--- src/rtl/button_pkg.sv ---
// Shared types for the button handler: read FSM states and the code-width helper.
package button_pkg;

  typedef enum logic [1:0] {
    IDLE  = 2'd0,
    HOLD  = 2'd1,
    CLEAR = 2'd2
  } rd_state_e;

  // Width of a press code: channel index+1, with 0 reserved for "none".
  function automatic int cw_of(input int n_btn);
    return $clog2(n_btn + 1);
  endfunction

endpackage

--- src/rtl/button_handler_debounce.sv ---
// One button channel: 2-flop synchroniser, pulse_en-paced debounce counter,
// accepted (stable) level and a one-clk press pulse on a stable 0->1 change.
module btn_debounce #(
  parameter int DEB_TICKS = 4
) (
  input  logic clk_i,
  input  logic clr_i,
  input  logic pulse_en_i,
  input  logic btn_i,
  output logic press_o
);

  localparam int CNTW = (DEB_TICKS > 1) ? $clog2(DEB_TICKS) : 1;
  localparam logic [CNTW-1:0] LAST = CNTW'(DEB_TICKS - 1);

  logic            sync1_q, sync2_q;
  logic            stable_q, stable_d;
  logic            press_q, press_d;
  logic [CNTW-1:0] cnt_q, cnt_d;

  assign press_o = press_q;

  // Debounce next state: any agreement with the stable level restarts the count.
  always_comb begin
    cnt_d    = cnt_q;
    stable_d = stable_q;
    press_d  = 1'b0;
    if (sync2_q == stable_q) begin
      cnt_d = '0;
    end else if (pulse_en_i) begin
      if (cnt_q == LAST) begin
        stable_d = ~stable_q;
        cnt_d    = '0;
        press_d  = ~stable_q;
      end else begin
        cnt_d = cnt_q + CNTW'(1);
      end
    end else begin
      cnt_d = cnt_q;
    end
  end

  // Synchroniser and debounce state registers.
  always_ff @(posedge clk_i or posedge clr_i) begin
    if (clr_i) begin
      sync1_q  <= 1'b0;
      sync2_q  <= 1'b0;
      stable_q <= 1'b0;
      cnt_q    <= '0;
      press_q  <= 1'b0;
    end else begin
      sync1_q  <= btn_i;
      sync2_q  <= sync1_q;
      stable_q <= stable_d;
      cnt_q    <= cnt_d;
      press_q  <= press_d;
    end
  end

endmodule

--- src/rtl/button_handler.sv ---
// Debounced button press latch with a three-step processor read handshake.
// Define BTN_FIFO_EN to queue presses in a FIFO_DEPTH-entry FIFO instead of one code register.
module button_handler
  import button_pkg::*;
#(
  parameter int         N_BTN      = 3,
  parameter int         DEB_TICKS  = 4,
  parameter logic [2:0] RD_OFFSET  = 3'b001,
  parameter int         FIFO_DEPTH = 4,
  localparam int        CW         = cw_of(N_BTN)
) (
  input  logic             clk,
  input  logic             clr,
  input  logic             pulse_en,
  input  logic [31:0]      addr,
  input  logic [N_BTN-1:0] buttons,
  output logic [CW-1:0]    btn_val,
  output logic             btn_valid,
  output logic             btn_ovf
);

  logic [N_BTN-1:0] press_s;
  logic [CW-1:0]    win_code_s;
  logic             any_press_s, multi_s, rd_hit_s, consume_s, drop_s;
  logic [CW-1:0]    val_d, btn_val_q;
  logic             btn_valid_q, btn_ovf_q, ovf_d;
  rd_state_e        state_q, state_d;
  logic             addr_unused_s;

  assign addr_unused_s = ^{addr[31:24], addr[22:3]};

  for (genvar g = 0; g < N_BTN; g++) begin : g_deb
    btn_debounce #(.DEB_TICKS(DEB_TICKS)) u_deb (
      .clk_i      (clk),
      .clr_i      (clr),
      .pulse_en_i (pulse_en),
      .btn_i      (buttons[g]),
      .press_o    (press_s[g])
    );
  end

  assign any_press_s = |press_s;
  assign multi_s     = |(press_s & (press_s - N_BTN'(1)));
  assign rd_hit_s    = addr[23] && (addr[2:0] == RD_OFFSET);

  // Lowest-index press wins; scanning downwards leaves the lowest one last.
  always_comb begin
    win_code_s = '0;
    for (int i = N_BTN - 1; i >= 0; i--) begin
      if (press_s[i]) begin
        win_code_s = CW'(i + 1);
      end else begin
        win_code_s = win_code_s;
      end
    end
  end

  // Read FSM; consume_s marks the CLEAR->IDLE step that retires the pending code.
  always_comb begin
    state_d   = state_q;
    consume_s = 1'b0;
    if (pulse_en) begin
      case (state_q)
        IDLE:    state_d = rd_hit_s ? HOLD : IDLE;
        HOLD:    state_d = CLEAR;
        CLEAR: begin
          state_d   = IDLE;
          consume_s = 1'b1;
        end
        default: state_d = IDLE;
      endcase
    end else begin
      state_d = state_q;
    end
  end

`ifdef BTN_FIFO_EN
  localparam int PW = $clog2(FIFO_DEPTH) + 1;

  logic [CW-1:0] mem_q [FIFO_DEPTH];
  logic [PW-1:0] wr_ptr_q, wr_ptr_d, rd_ptr_q, rd_ptr_d;
  logic          empty_s, full_s, pop_s, push_s;

  assign empty_s = (wr_ptr_q == rd_ptr_q);
  assign full_s  = (wr_ptr_q[PW-1] != rd_ptr_q[PW-1]) &&
                   (wr_ptr_q[PW-2:0] == rd_ptr_q[PW-2:0]);
  assign pop_s   = consume_s && !empty_s;
  assign push_s  = any_press_s && (!full_s || pop_s);
  assign drop_s  = multi_s || (any_press_s && !push_s);

  // Pointer update and look-ahead of the head so btn_val tracks the queue with no lag.
  always_comb begin
    wr_ptr_d = wr_ptr_q + (push_s ? PW'(1) : PW'(0));
    rd_ptr_d = rd_ptr_q + (pop_s ? PW'(1) : PW'(0));
    if (rd_ptr_d == wr_ptr_d) begin
      val_d = '0;
    end else if (push_s && (wr_ptr_q == rd_ptr_d)) begin
      val_d = win_code_s;
    end else begin
      val_d = mem_q[rd_ptr_d[PW-2:0]];
    end
  end

  // Queue storage.
  always_ff @(posedge clk) begin
    if (push_s) begin
      mem_q[wr_ptr_q[PW-2:0]] <= win_code_s;
    end else begin
      mem_q[wr_ptr_q[PW-2:0]] <= mem_q[wr_ptr_q[PW-2:0]];
    end
  end

  // Queue pointers.
  always_ff @(posedge clk or posedge clr) begin
    if (clr) begin
      wr_ptr_q <= '0;
      rd_ptr_q <= '0;
    end else begin
      wr_ptr_q <= wr_ptr_d;
      rd_ptr_q <= rd_ptr_d;
    end
  end
`else
  localparam int fifo_depth_unused = FIFO_DEPTH;

  assign drop_s = multi_s || (any_press_s && (state_q != IDLE));

  // Single code register: newest press in IDLE overwrites, a read retires it.
  always_comb begin
    val_d = btn_val_q;
    if (any_press_s && (state_q == IDLE)) begin
      val_d = win_code_s;
    end else if (consume_s) begin
      val_d = '0;
    end else begin
      val_d = btn_val_q;
    end
  end
`endif

  // A drop in the same cycle as a completed read still leaves the flag set.
  always_comb begin
    ovf_d = btn_ovf_q;
    if (drop_s) begin
      ovf_d = 1'b1;
    end else if (consume_s) begin
      ovf_d = 1'b0;
    end else begin
      ovf_d = btn_ovf_q;
    end
  end

  // Output and FSM registers.
  always_ff @(posedge clk or posedge clr) begin
    if (clr) begin
      state_q     <= IDLE;
      btn_val_q   <= '0;
      btn_valid_q <= 1'b0;
      btn_ovf_q   <= 1'b0;
    end else begin
      state_q     <= state_d;
      btn_val_q   <= val_d;
      btn_valid_q <= (val_d != '0);
      btn_ovf_q   <= ovf_d;
    end
  end

  assign btn_val   = btn_val_q;
  assign btn_valid = btn_valid_q;
  assign btn_ovf   = btn_ovf_q;

endmodule

--- config.mk ---
export PLATFORM = sky130hd
export DESIGN_NAME = button_handler
export DESIGN_NICKNAME = d
export VERILOG_FILES = /design/src/rtl/button_pkg.sv /design/src/rtl/button_handler_debounce.sv /design/src/rtl/button_handler.sv
export SDC_FILE = /design/constraint.sdc
export NUM_CORES = 1
export LEC_CHECK = 0
export CAP_MARGIN = 20
export CELL_PAD_IN_SITES_DETAIL_PLACEMENT = 0
export CELL_PAD_IN_SITES_GLOBAL_PLACEMENT = 1
export CORE_UTILIZATION = 30
export CTS_CLUSTER_DIAMETER = 60
export CTS_CLUSTER_SIZE = 28
export DETAILED_ROUTE_END_ITERATION = 7
export GPL_ROUTABILITY_DRIVEN = 0
export PLACE_DENSITY = 0.77
export SETUP_SLACK_MARGIN = 0.3
export SYNTH_ARGS = -nofsm -noshare
export SYNTH_HDL_FRONTEND = slang
export SYNTH_SLANG_ARGS = --single-unit
--- constraint.sdc ---
create_clock -name clk -period 3 [get_ports clk]
set_input_delay 0.6 -clock clk [delete_from_list [all_inputs] [get_ports clk]]
set_output_delay 0.6 -clock clk [all_outputs]
set_load 0.02 [all_outputs]
==> results of run 1 <==
## placed cells by master, fill, tap and decap left out, types with 2 or more instances in the layout
master,netlist,routed
sky130_fd_sc_hd__dfrtp_1,24,24
sky130_fd_sc_hd__xnor2_1,3,3
sky130_fd_sc_hd__mux2_2,2,2
sky130_fd_sc_hd__clkbuf_4,0,3
sky130_fd_sc_hd__clkdlybuf4s50_1,0,13
sky130_fd_sc_hd__a21oi_1,4,4
sky130_fd_sc_hd__inv_1,3,3
sky130_fd_sc_hd__ha_1,3,3
sky130_fd_sc_hd__nand2_1,2,2
sky130_fd_sc_hd__o31ai_1,2,2
sky130_fd_sc_hd__and2b_2,2,2
sky130_fd_sc_hd__nor3b_2,2,2
sky130_fd_sc_hd__nand3_1,2,2
sky130_fd_sc_hd__nor2_1,8,8
sky130_fd_sc_hd__nor3b_1,4,4
sky130_fd_sc_hd__o21ai_0,5,5
sky130_fd_sc_hd__mux2i_1,3,3
## power by group through the flow
stage	clock network [mW]	registers (mW)	logic, mW
final	0.138	0.477	0.281
after global routing	0.157	0.493	0.317
after CTS	0.148	0.478	0.288
after detailed placement	0	0.485	0.286
after global placement	0	0.477	0.277
after floorplan	0	0.501	0.168
## final cells by class
class,instances,area (um2),share of cell area [%]
flip-flops and latches,24,601,49.1
multi-input cells,54,404,33.0
repair buffers,13,130,10.6
well taps,44,55.1,4.50
clock buffers,3,22.5,1.84
inverters,3,11.3,0.920
## per-layer routing
metal / global-route usage, % / share of wire [%] / vias to the layer above
met5: 0 / 0 / -
met4: 4.87 / 0.82 / 0
li1: - / - / 316
met2: 17.6 / 50 / 7
met3: 1.92 / 1.8 / 2
met1: 15.4 / 47 / 314
## registers in the layout, summed over array words and instances (netlist names)
name,cells
g_deb.u_deb.cnt_q,6
g_deb.u_deb.press_o,3
g_deb.u_deb.stable_q,3
g_deb.u_deb.sync1_q,3
g_deb.u_deb.sync2_q,3
btn_val,2
state_q,2
btn_ovf,1
btn_valid,1
## logic make-up (layout without fill, tap and decap cells)
| group | after synthesis | in the layout |
|---|---|---|
| compound gates | 16 | 16 |
| mux | 6 | 6 |
| simple gates | 26 | 26 |
| xor+xnor | 3 | 3 |
| buf+inv | 4 | 19 |
| fa+ha+maj | 3 | 3 |
| flops | 24 | 24 |
## path summary, 6_finish.rpt
kind	from	endpoint	slack, ns	cells past startpoint
max	btn_val[0]	btn_val[0]	1.05	1
min	g_deb[2].u_deb.sync1_q	g_deb[2].u_deb.sync2_q	0.36	0
max reg2reg	g_deb[2].u_deb.cnt_q[0]	g_deb[2].u_deb.stable_q	1.81	3
min reg2reg	g_deb[2].u_deb.sync1_q	g_deb[2].u_deb.sync2_q	0.36	0
max in group asynchronous	clr	g_deb[2].u_deb.cnt_q[0]	1.68	2
min in group asynchronous	clr	g_deb[1].u_deb.cnt_q[0]	0.76	2
## through the flow
step / util (%) / worst slack [ns] / area, um2
3_3_place_gp: 38.1 / 0.917 / 1200
5_1_grt: 38.8 / 0.992 / 1220
3_5_place_dp: 38.1 / 0.920 / 1200
4_1_cts: 38.8 / 1.03 / 1220
2_1_floorplan: - / 1.81 / 1030
6_report: 38.8 / 1.05 / 1220
## Yosys cell counts
library cell / instances / area share [%]
sky130_fd_sc_hd__dfrtp_1: 24 / 58
sky130_fd_sc_hd__nor2_1: 8 / 2.9
sky130_fd_sc_hd__o21ai_0: 5 / 2.4
sky130_fd_sc_hd__a21oi_1: 4 / 1.9
sky130_fd_sc_hd__nor3b_1: 4 / 2.9
sky130_fd_sc_hd__ha_1: 3 / 3.7
sky130_fd_sc_hd__inv_1: 3 / 1.1
sky130_fd_sc_hd__mux2i_1: 3 / 2.9
sky130_fd_sc_hd__xnor2_1: 3 / 2.6
sky130_fd_sc_hd__and2b_2: 2 / 1.7
sky130_fd_sc_hd__mux2_2: 2 / 2.2
sky130_fd_sc_hd__nand2_1: 2 / 0.73
sky130_fd_sc_hd__nand3_1: 2 / 0.97
sky130_fd_sc_hd__nor3b_2: 2 / 2.4
sky130_fd_sc_hd__o31ai_1: 2 / 1.5
sky130_fd_sc_hd__a21bo_2: 1 / 0.97
sky130_fd_sc_hd__a21o_1: 1 / 0.73
sky130_fd_sc_hd__buf_6: 1 / 1.1
sky130_fd_sc_hd__mux2_4: 1 / 1.5
sky130_fd_sc_hd__nand2_4: 1 / 1.1
sky130_fd_sc_hd__nand3b_1: 1 / 0.73
sky130_fd_sc_hd__nor2b_1: 1 / 0.61
sky130_fd_sc_hd__nor2b_2: 1 / 0.85
sky130_fd_sc_hd__nor3_1: 1 / 0.49
sky130_fd_sc_hd__nor4bb_1: 1 / 0.97
sky130_fd_sc_hd__o21a_1: 1 / 0.73
sky130_fd_sc_hd__o21ba_2: 1 / 0.97
sky130_fd_sc_hd__o2bb2ai_1: 1 / 0.85
==> out/qor.tcl, run 1 <==
set qor(num-fill-cells) 331
set qor(drt_iter0_drc) 7
set qor(leakagePower_nw) 0.555
set qor(synth_nets) 123
set qor(post_cts.repair.setup_buffers) 0
set qor(design.die.area_um2) 3660
set qor(die_height_um) 60.5
set qor(finalNetCount) 140
set qor(power_per_cell_area_nw_per_um2) 732
set qor(antenna_cell_count) 0
set qor(critPathCaptureType) {primary output}
set qor(fin_crit_ns) 1.95
set qor(grt_pass1_vias) 665
set qor(status) {completed}
set qor(criticalPathCategory) {flop to primary output}
set qor(postCtsHoldBufs) 0
set qor(drt-vias-per-instance) 4.53
set qor(drt.antenna.violating_nets) 0
set qor(synthDistinctLibCells) 28
set qor(hold-worst-slack_ns) 0.364
set qor(irDropWorstVdd_uv) 283
set qor(timing.final.max_slew_violations) 0
set qor(yosysWarningCount) 0
set qor(comb_power_share_pct) 31.4
set qor(clock-skew-final_ns) 0.0120
set qor(finalCritPeriodShare_pct) 64.8
set qor(final_cells) 141
set qor(post_cts_resize_count) 0
set qor(rsz0062_at_grt) {false}
set qor(maxSlewHeadroom_pct) 40.9
set qor(switching_share_pct) 31.3
set qor(worst_skew_pair.late_latency_ns) 0.31
set qor(crit_buf_inv) 1
set qor(critical_path.max_fanout) 4
set qor(clk_root_buffer_cell) {sky130_fd_sc_hd__clkbuf_4}
set qor(area_growth_syn_to_layout_pct) 19.1
set qor(grt_overflow) 0
set qor(worst_path_largest_cell_delay_ns) 0.62
set qor(clock_power_share_pct) 15.4
set qor(cts.sinks) 24
set qor(synth_seq_area_share_pct) 58.5
set qor(critPathTopFamily) {buffers and inverters}
set qor(placed_cells) 138
set qor(htreeDepth) 1
set qor(netlist_instances) 82
set qor(critPathLaunchType) {flop}
set qor(grt_start_max_net_pins) 25
set qor(synth-adder-area-share_pct) 3.65
set qor(syn-mean-instance-area_um2) 12.5
set qor(wire_per_inst_um) 11.2
set qor(setup_viol) 0
set qor(share_of_synthesized_area_spent_on_multiplexers_pct) 6.58
set qor(total_switching_power_mw) 0.280
set qor(hold_path.class) {flop to flop}
set qor(dr_total_vias) 639
set qor(drt_drc_violations_left) 0
set qor(dpl.hpwl_um) 1150
set qor(placeableCoreArea_um2) 3150
set qor(postSynthRegisterBits) 24
set qor(drive_above_1_share_pct) 14.4
set qor(drt_pre_antenna_iters) 2
set qor(dieWidth_um) 60.5
set qor(timing.critical_path.required_ns) 2.40
set qor(port_buffers) 13
set qor(clock_tree_from_tritoncts) {done}
set qor(timing.critical_path.arrival_ns) 1.35
set qor(clk_pin_slew_ns) 0.13
set qor(max_cap_viol_count) 0
set qor(synth_simple_gate_area_share_pct) 16.4
set qor(ioPinCount) 42
set qor(final.setup.tns_ns) 0
set qor(max_slew.worst_pin.slew_ns) 0.886
set qor(synth_compound_gate_area_share_pct) 10.1
set qor(floorplan.initialDensity_pct) 32.6
set qor(report.power.total_mw) 0.896
set qor(intPower_mw) 0.616
set qor(power.share.sequential_pct) 53.2
set qor(synth_area_um2) 1030
set qor(route.final.wire_length_um) 1580
set qor(crit_chain) {clkdlybuf4s50_1}
set qor(xor_xnor_cell_area_share_of_the_yosys_netlist_pct) 2.56
set qor(timing_hold_violations_final) 0
set qor(clock_tree_buffer_depth) 2
set qor(fmaxAchievable_ghz) 0.514
set qor(main_combinational_cell_family_by_area_after_synthesis) {simple AND/OR/NAND/NOR gates}
set qor(initial_antenna_violation_count) 0
set qor(grt_usage_pct) 11.2
set qor(numCtsBuffers) 3
set qor(fp-row-count) 20
set qor(wire_length_of_the_first_global_routing_pass_um) 2970
set qor(critical-path-slowest-cell) {sky130_fd_sc_hd__clkdlybuf4s50_1}
Note: power is estimated with default switching activity, not from simulation.
==> inputs of run 2 (changes only) <==
--- a/config.mk
+++ b/config.mk
@@ -8,12 +8,12 @@
 export CAP_MARGIN = 20
 export CELL_PAD_IN_SITES_DETAIL_PLACEMENT = 0
 export CELL_PAD_IN_SITES_GLOBAL_PLACEMENT = 1
-export CORE_UTILIZATION = 30
+export CORE_UTILIZATION = 29
 export CTS_CLUSTER_DIAMETER = 60
 export CTS_CLUSTER_SIZE = 28
 export DETAILED_ROUTE_END_ITERATION = 7
 export GPL_ROUTABILITY_DRIVEN = 0
-export PLACE_DENSITY = 0.77
+export PLACE_DENSITY = 0.78
 export SETUP_SLACK_MARGIN = 0.3
 export SYNTH_ARGS = -nofsm -noshare
 export SYNTH_HDL_FRONTEND = slang
==> constraint.sdc (replaced) <==
create_clock -name clk -period 1.7 [get_ports clk]
set_input_delay 0.34 -clock clk [delete_from_list [all_inputs] [get_ports clk]]
set_output_delay 0.34 -clock clk [all_outputs]
set_load 0.02 [all_outputs]
==> run 2 against run 1 <==
Compared with the run above:
- sequential power up 76%
- largest power group unchanged
- design area is 1.5% higher
- first-iteration DRC count shrank 29%
- clock skew shrank 0.0070 ns
- critical endpoint unchanged
- critical path type unchanged
==> out/qor.tcl, run 2 (same netlist as run 1, synthesis figures left out) <==
set qor(clock_tree_buffer_depth) 2 ;# unchanged
set qor(antenna_cell_count) 0 ;# unchanged
set qor(clock-skew-final_ns) 0.00509 ;# -0.00695 ns
set qor(criticalPathCategory) {flop to primary output}
set qor(htreeDepth) 1 ;# unchanged
set qor(finalNetCount) 143 ;# +2.1%
set qor(wire_per_inst_um) 10.3 ;# -8.0%
set qor(maxSlewHeadroom_pct) 78.7 ;# +38 points
set qor(critPathTopFamily) {flip-flops}
set qor(wire_length_of_the_first_global_routing_pass_um) 2680 ;# -9.8%
set qor(die_height_um) 61.5 ;# +1.7%
set qor(grt_overflow) 0 ;# unchanged
set qor(critPathLaunchType) {flop}
set qor(postCtsHoldBufs) 0 ;# unchanged
set qor(grt_usage_pct) 9.89 ;# -1.3 points
set qor(finalCritPeriodShare_pct) 81.0
set qor(critPathCaptureType) {primary output}
set qor(grt_start_max_net_pins) 25 ;# unchanged
set qor(worst_path_largest_cell_delay_ns) 0.42 ;# -0.20 ns
set qor(initial_antenna_violation_count) 0 ;# unchanged
set qor(dieWidth_um) 61.5 ;# +1.7%
set qor(timing.final.max_slew_violations) 0 ;# unchanged
set qor(leakagePower_nw) 0.570 ;# +2.9%
set qor(largest-register) {g_deb.u_deb.cnt_q}
set qor(power_per_cell_area_nw_per_um2) 1250 ;# +70%
set qor(num-fill-cells) 358 ;# +8.2%
set qor(drt_drc_violations_left) 0 ;# unchanged
set qor(clk_pin_slew_ns) 0.12 ;# about the same
set qor(timing.critical_path.arrival_ns) 1.04 ;# -0.31 ns
set qor(drt_iter0_drc) 5 ;# -2
set qor(timing_hold_violations_final) 0 ;# unchanged
set qor(dpl.hpwl_um) 1120 ;# -2.7%
set qor(dr_total_vias) 644 ;# +0.78%
set qor(crit_buf_inv) 1 ;# unchanged
set qor(route.final.wire_length_um) 1510 ;# -4.7%
set qor(area_growth_syn_to_layout_pct) 20.9
set qor(drt_pre_antenna_iters) 3 ;# +1
set qor(final_cell_mix) {sky130_fd_sc_hd__dfrtp_1 (24), sky130_fd_sc_hd__clkdlybuf4s50_1 (9), sky130_fd_sc_hd__nor2_1 (8)}
set qor(clock_tree_from_tritoncts) {done}
set qor(drive_above_1_share_pct) 18.0 ;# +3.6 points
set qor(drt.antenna.violating_nets) 0 ;# unchanged
set qor(timing.critical_path.required_ns) 1.36 ;# -1.04 ns
set qor(design.die.area_um2) 3780 ;# +3.3%
set qor(number_of_flip_flops_in_the_largest_register) 6 ;# unchanged
set qor(grt_pass1_vias) 613 ;# -7.8%
set qor(status) {completed}
set qor(ioPinCount) 42 ;# unchanged
set qor(setup_viol) 0 ;# unchanged
set qor(placeableCoreArea_um2) 3360 ;# +6.7%
set qor(layout_setup_ws_ns) 0.323 ;# -0.732 ns
set qor(worst_skew_pair.late_latency_ns) 0.30 ;# about the same
set qor(max_cap_viol_count) 0 ;# unchanged
set qor(numCtsBuffers) 3 ;# unchanged
set qor(fin_crit_ns) 1.38
set qor(hold_path.class) {input pin to async pin}
set qor(clk_root_buffer_cell) {sky130_fd_sc_hd__clkbuf_4}
set qor(layout_commonest_cell) {sky130_fd_sc_hd__dfrtp_1}
set qor(critical_path.max_fanout) 4 ;# unchanged
set qor(critical-path-slowest-cell) {sky130_fd_sc_hd__dfrtp_1}
set qor(port_buffers) 13 ;# unchanged
set qor(floorplan.initialDensity_pct) 30.5 ;# -2.0 points
set qor(fp-row-count) 21 ;# +5.0%
set qor(seqCellArea_um2) 601 ;# unchanged
set qor(final.setup.tns_ns) 0 ;# unchanged
set qor(fmaxAchievable_ghz) 0.726
set qor(crit_chain) {clkdlybuf4s15_1}
set qor(cts.sinks) 24 ;# unchanged
set qor(max_slew.worst_pin.slew_ns) 0.317 ;# -0.569 ns
set qor(multiInputGateArea_um2) 404 ;# unchanged
set qor(drt-vias-per-instance) 4.41 ;# -2.7%
set qor(irDropWorstVdd_uv) 627 ;# +120%
set qor(rsz0062_at_grt) {true}
set qor(pre_cts_slack_ns) 0.0215 ;# -0.898 ns
## run 2: changes by cell type in the layout (fill, tap and decap cells not counted)
cell	before	now
sky130_fd_sc_hd__clkdlybuf4s15_1	0	2
sky130_fd_sc_hd__clkbuf_2	0	1
sky130_fd_sc_hd__clkdlybuf4s50_1	13	9
sky130_fd_sc_hd__buf_4	0	3
sky130_fd_sc_hd__dlygate4sd2_1	0	1
## run 2: final timing paths
path	slack, ns	to	cells after the start	from
setup reg to reg	0.51	g_deb[1].u_deb.stable_q	3	g_deb[1].u_deb.cnt_q[0]
hold / removal	0.36	g_deb[0].u_deb.cnt_q[1]	3	clr
setup / recovery	0.32	btn_val[0]	1	btn_val[0]
min in group clk	0.36	g_deb[2].u_deb.sync2_q	0	g_deb[2].u_deb.sync1_q
max in group asynchronous	1.11	state_q[0]	3	clr
hold reg to reg	0.36	g_deb[2].u_deb.sync2_q	0	g_deb[2].u_deb.sync1_q
## run 2: timing repair
| item | CTS | global route |
|---|---|---|
| setup buffers | 0 | 0 |
| gates resized for setup | 5 | 3 |
| endpoints found under the setup margin | 4 | 3 |
| pin swaps | 0 | 0 |
## run 2: stage by stage
stage               hold WS, ns  utilization [%]  power, mW  instance area, um2  instances
finish                    0.359             36.9       1.55                1240        146
CTS                       0.357             37.0       1.58                1240        146
global placement          0.334             36.5       1.33                1230        143
global route              0.376             36.9       1.67                1240        146
floorplan                 0.331                -       1.18                1030         82
detailed placement        0.336             36.5       1.37                1230        143
## run 2: power breakdown
group / switching (mW) / leakage (nW) / internal (mW)
sequential: 0.118 / 0.305 / 0.721
combinational: 0.219 / 0.252 / 0.257
clock: 0.151 / 0.0138 / 0.0825
total: 0.487 / 0.570 / 1.06
## run 2: metal layers
layer | up-vias | GRT usage, % | part of all wire [%]
met3 | 2 | 4.41 | 2.4
met5 | - | 0 | 0
met4 | 0 | 1.90 | 0.86
met2 | 8 | 15.7 | 47
li1 | 325 | - | -
met1 | 309 | 12.6 | 49
## run 2: layout make-up
cell class,instances,share of cell area [%]
inverters,3,0.906
repair buffers,16,11.8
clock buffers,3,1.81
flip-flops and latches,24,48.3
multi-input cells,54,32.5
well taps,46,4.63
==> edit 1, RTL diff (flow settings as in run 2) <==
Take the reset off `btn_val_q` and load it in a clocked block of its own.
--- a/src/rtl/button_handler.sv
+++ b/src/rtl/button_handler.sv
@@ -155,13 +155,15 @@
     if (clr) begin
       state_q     <= IDLE;
-      btn_val_q   <= '0;
       btn_valid_q <= 1'b0;
       btn_ovf_q   <= 1'b0;
     end else begin
       state_q     <= state_d;
-      btn_val_q   <= val_d;
       btn_valid_q <= (val_d != '0);
       btn_ovf_q   <= ovf_d;
     end
+  end
+
+  always_ff @(posedge clk) begin
+    btn_val_q <= val_d;
   end
 
Formal check against the unedited RTL: not equivalent (Yosys sat finds a counterexample within 10 cycles, from zero or initial values; the reset may be asserted at any time).
==> edit 1 against run 2 <==
  * Sequential cell count unchanged
  * Combinational power is 2% lower
  * Sequential share of layout area fell by 1.0 points
  * Power up 3.4%
  * Cell area up 0.40%
  * Routed wire length is 1.3% higher
  * Area after synthesis is 0.97% lower
  * Setup slack improved by 0.058 ns
  * Critical path type unchanged
  * Critical endpoint is now btn_ovf
  * Largest cell class unchanged
==> edit 1: results (changes against run 2) <==
- The flow ran to the end, and the final reports show no timing, DRC or antenna violations.
- The maximum fanout count along the critical path is 2 (-2).
- The first-iteration detailed-routing DRC count came to 10 (+5).
- The worst hold-check slack is 0.3465 ns (-0.01219 ns).
- The peak ir drop on the vdd network is 0.5337 mV (-15%).
- The leakage power summed over all cells was 0.5712 nW (+0.14%).
- The proportion of synthesized chip area in sequential cells is 58.06% (-0.41 points).
- The global-route usage over all layers is 10.44% (+0.54 points).
- The setup check on the worst reg-to-reg path leaves a slack of approximately 0.52 ns.
- The signal arrival time at the worst endpoint is 0.98 ns (-0.06 ns).
- The total number of vias is 647 (+0.47%).
- The layout filler cell count is 336 (-6.1%).
- The number of detailed-routing iterations run before antenna repair is 2 (-1).
- The number of global-route vias before repair came to 672 (+9.6%).
- The die extent in x was 61.23 um (-0.47%).
- The synthesis warning total is 0 (unchanged).
- By count the netlist is led by sky130_fd_sc_hd__dfrtp_1, sky130_fd_sc_hd__nor2_1, sky130_fd_sc_hd__o21ai_0.
- The half-perimeter wire length of the detailed placement result is 1102 um (-1.8%).
- The relative slew slack came to 78.67% (about the same).
- The share of async-settable or async-resettable flops after synthesis is 91.67% (-8.3 points).
- The number of unique standard cell types used by synthesis is 29 (+3.6%).
- The worst setup skew after layout is 0.002557 ns (-0.002533 ns).
- The wire length per cell was 10.46 um (+1.3%).
- The net count reported at finish is 142 (-0.70%).
- The share of cells above drive strength 1 is 19.00% (+1.0 points).
- The pin count of the biggest net entering global routing is 23 (-8.0%).
- The first-pass GRT wire length came to 2801 um (+4.6%).
- The largest stage delay on the critical path is 0.39 ns (-0.03 ns).
- In the post-synthesis netlist, the biggest area contributors are sky130_fd_sc_hd__dfrtp_1, sky130_fd_sc_hd__dfxtp_1, sky130_fd_sc_hd__ha_1.
- The number of gates resized after CTS was 4 (-1).
edit 1: stage by stage:
step | cell area, um^2 | util, % | power (mW) | instances | worst slack [ns]
6_report | 1247 | 37.38 | 1.601 | 146 | 0.3814
5_1_grt | 1247 | 37.38 | 1.740 | 146 | 0.3095
4_1_cts | 1252 | 37.53 | 1.630 | 146 | 0.2931
3_5_place_dp | 1221 | 36.60 | 1.361 | 142 | 0.1208
3_3_place_gp | 1221 | 36.60 | 1.336 | 142 | 0.1134
2_1_floorplan | 1017 | - | 1.180 | 82 | 0.5734
edit 1: kinds of logic (layout without fill, tap and decap cells):
group	Yosys count	in the layout	synth area share, %
mux	6	6	6.642
fa+ha+maj	3	3	3.690
simple gates	26	26	16.61
compound gates	16	16	10.21
buf+inv	4	22	2.214
xor+xnor	3	3	2.583
flops	24	24	58.06
edit 1: area by class of cell:
cell class                      instances  area [um^2]  area share [%]
Sequential cell                        24        590.6           47.34
Multi-Input combinational cell         54        404.1           32.40
Timing Repair Buffer                   15        147.6           11.84
Tap cell                               46        57.56           4.614
Clock buffer                            4        36.28           2.909
Inverter                                3        11.26          0.9027
edit 1: power by group:
| part | switching (mW) | total [mW] | internal, mW | leakage [nW] |
|---|---|---|---|---|
| Clock | 0.167 | 0.297 | 0.131 | 0.0210 |
| Sequential | 0.115 | 0.837 | 0.722 | 0.299 |
| Combinational | 0.213 | 0.467 | 0.254 | 0.252 |
edit 1: layer usage:
metal	global-route usage [%]	wire, um
met5	0	0
met4	3.896	14
met3	4.412	73
met2	17.39	745
met1	11.96	693
edit 1: how the worst max path moves through the flow:
stage,start,end,cells past startpoint
floorplan,g_deb[1].u_deb.cnt_q[0],g_deb[1].u_deb.stable_q,3
global placement,pulse_en,g_deb[2].u_deb.stable_q,4
detailed placement,pulse_en,g_deb[1].u_deb.stable_q,4
CTS,btn_val[0],btn_val[0],1
global route,btn_ovf,btn_ovf,1
finish,btn_ovf,btn_ovf,1
==> edit 2, RTL diff (config.mk and constraints of run 2) <==
Made on the original files. `DEB_TICKS` is set to 4 in 2 places; all go to 2.
--- a/src/rtl/button_handler_debounce.sv
+++ b/src/rtl/button_handler_debounce.sv
@@ -2,5 +2,5 @@
 // accepted (stable) level and a one-clk press pulse on a stable 0->1 change.
 module btn_debounce #(
-  parameter int DEB_TICKS = 4
+  parameter int DEB_TICKS = 2
 ) (
   input  logic clk_i,
--- a/src/rtl/button_handler.sv
+++ b/src/rtl/button_handler.sv
@@ -5,5 +5,5 @@
 #(
   parameter int         N_BTN      = 3,
-  parameter int         DEB_TICKS  = 4,
+  parameter int         DEB_TICKS  = 2,
   parameter logic [2:0] RD_OFFSET  = 3'b001,
   parameter int         FIFO_DEPTH = 4,
Check against the original RTL: not equivalent (Yosys sat finds a counterexample within 10 cycles, from zero or initial values).
==> edit 2 against run 2 <==
  * Count of clock-buffer cells in the layout is the same
  * Setup slack gained 0.060 ns
  * Hold slack lost 0.010 ns
  * Power shrank 13%
  * Sequential power shrank 14%
  * Critical path depth is the same
  * Area after synthesis shrank 17%
  * Sequential cell count shrank 3
  * Global-route usage shrank 0.77 points
  * Routed wire length shrank 21%
  * Via count shrank 16%
  * Cell area shrank 17%
  * Clock skew shrank 0.0036 ns
  * Critical endpoint is now btn_valid
  * Largest cell class unchanged
  * Highest routed layer is now met3
==> edit 2: results (changes against run 2) <==
- The power attributed to combinational cells is 0.394 mW (-17%).
- The setup violation total in the final timing report is 0 (unchanged).
- Ranked by instance count, the synthesized netlist is headed by sky130_fd_sc_hd__dfrtp_1, sky130_fd_sc_hd__nor2_1, sky130_fd_sc_hd__xnor2_1.
- The worst-case clock buffer depth came to 2 (unchanged).
- The number of unique standard cell types used by synthesis is 25 (-11%).
- The root buffer selected by CTS is sky130_fd_sc_hd__clkbuf_4.
- The signal arrival time at the worst endpoint came to 0.98 ns (-0.06 ns).
- The H-tree depth reported by CTS is 1 (unchanged).
- The proportion of synthesized chip area in sequential cells is 61.76% (+3.3 points).
- The share of cells above drive strength 1 is 15.48% (-2.5 points).
- The number of detailed-routing iterations run before antenna repair is 2 (-1).
- The global-route usage over all layers came to 9.127% (-0.77 points).
- The most used flip-flop cell after synthesis is sky130_fd_sc_hd__dfrtp_1.
- The detailed-route wire length is 1198 um (-21%).
- The largest stage delay on the critical path is 0.37 ns (-0.05 ns).
- The synthesized netlist cell count is 68 (-17%).
- The first-iteration detailed-routing DRC count is 5 (unchanged).
- The number of global-route vias before repair is 557 (-9.1%).
- The instance count after placement with tap cells included is 111 (-22%).
- The actual slew at the worst max-slew pin is 0.3163 ns (-0.001058 ns).
- The final standard cell count with taps included and fillers excluded came to 115 (-21%).
- The count of buffers inserted at the top-level ports is 13 (unchanged).
- The register clock-pin slew on the reported worst setup and hold paths is 0.11 ns.
- The clock latency of the later-clocked register in the worst-skew pair is 0.30 ns (about the same).
- After synthesis, the cell types taking the most area are sky130_fd_sc_hd__dfrtp_1, sky130_fd_sc_hd__xnor2_1, sky130_fd_sc_hd__mux2_2.
- The maximum fanout count along the critical path is 1 (-3).
- The critical path's top delay family is flip-flops.
- The number of antenna violations at the first check in global routing came to 0 (unchanged).
- The flow ran to the end, and the final reports show no timing, DRC or antenna violations.
- The peak ir drop on the vdd network is 0.7609 mV (+21%).
- The synthesis warning total is 0 (unchanged).
- The aggregate negative setup slack is 0 ns (unchanged).
- The first-pass GRT wire length is 2263 um (-15%).
- The worst setup skew after layout came to 0.001517 ns (-0.003573 ns).
- The final antenna diode count came to 0 (unchanged).
- The share of async-settable or async-resettable flops after synthesis was 100.0% (unchanged).
- The number of cells on the worst reg-to-reg path is 3 (unchanged).
- The number of buffers created by CTS was 3 (unchanged).
- The total number of vias was 539 (-16%).
- The pin count of the biggest net entering global routing is 22 (-12%).
- The type of the most critical hold path is in2async.
- For this design, the slowest cell found on the critical path is sky130_fd_sc_hd__dfrtp_1.
- The fraction of power consumed by the clock network is 17.3% (+2.2 points).
- The top power group is registers.
- The leakage power summed over all cells is 0.4357 nW (-24%).
- The switching portion of total power is 31.02% (-0.45 points).
edit 2: changes by cell type in the layout (fill, tap and decap cells not counted), moves of 2 or more:
cell | run 2 | this run
sky130_fd_sc_hd__a21oi_1 | 4 | 0
sky130_fd_sc_hd__and2b_2 | 2 | 0
sky130_fd_sc_hd__dfrtp_1 | 24 | 21
sky130_fd_sc_hd__ha_1 | 3 | 0
sky130_fd_sc_hd__mux2i_1 | 3 | 0
sky130_fd_sc_hd__nand2_1 | 2 | 4
sky130_fd_sc_hd__nor2_1 | 8 | 6
sky130_fd_sc_hd__nor2b_1 | 1 | 3
sky130_fd_sc_hd__nor3b_2 | 2 | 0
sky130_fd_sc_hd__o21ai_0 | 5 | 3
sky130_fd_sc_hd__xnor2_1 | 3 | 6
edit 2: through the flow:
stage	setup slack (ns)	utilization [%]	power (mW)	instance area [um^2]	hold slack [ns]
after global routing	0.3223	37.25	1.452	1027	0.3697
after floorplan	0.6891	-	1.011	850.8	0.3165
final	0.3834	37.25	1.345	1027	0.3487
after global placement	0.2114	36.66	1.147	1011	0.3336
after detailed placement	0.1977	36.66	1.169	1011	0.3371
after CTS	0.2911	37.52	1.376	1035	0.3473
edit 2: area by class of cell:
class,count,area (um^2)
clock inverters,1,5.005
clock buffers,3,22.52
repair buffers,15,133.9
fillers,277,1730
multi-input cells,42,294.0
inverters,2,7.507
flip-flops and latches,21,525.5
well taps,31,38.79
edit 2: cell families (layout without fill, tap and decap cells):
family | after synthesis | after routing | share of synthesized area [%]
and+or+nand+nor | 20 | 20 | 12.35
xor gates and xnor gates | 6 | 6 | 6.176
AOI/OAI and AO/OA | 13 | 13 | 12.06
muxes | 3 | 3 | 3.970
DFF | 21 | 21 | 61.76
buffers and inverters | 5 | 21 | 3.676
edit 2: metal layers:
layer / vias up / wire length, um / GRT usage, %
met4: 0 / 0 / 1.045
met2: 11 / 603 / 15.82
met3: 0 / 55 / 4.186
met5: - / 0 / 0
met1: 263 / 539 / 10.66
li1: 265 / - / -
edit 2: what timing repair did:
action | in CTS | in global routing
setup buffers | 0 | 0
endpoints found under the hold margin | 0 | 0
setup endpoints to repair | 4 | 3
pin swaps | 0 | 0
gates resized for setup | 5 | 4
gates cloned | 0 | 0
edit 2: path summary, 6_finish.rpt:
check / startpoint / end / slack (ns)
max: btn_valid / btn_valid / 0.38
min: clr / g_deb[2].u_deb.stable_q / 0.35
max reg2reg: state_q[1] / btn_val[0] / 0.64
min reg2reg: g_deb[2].u_deb.sync1_q / g_deb[2].u_deb.sync2_q / 0.36
max in group asynchronous: clr / g_deb[1].u_deb.cnt_q / 1.15
min in group clk: g_deb[2].u_deb.sync1_q / g_deb[2].u_deb.sync2_q / 0.36
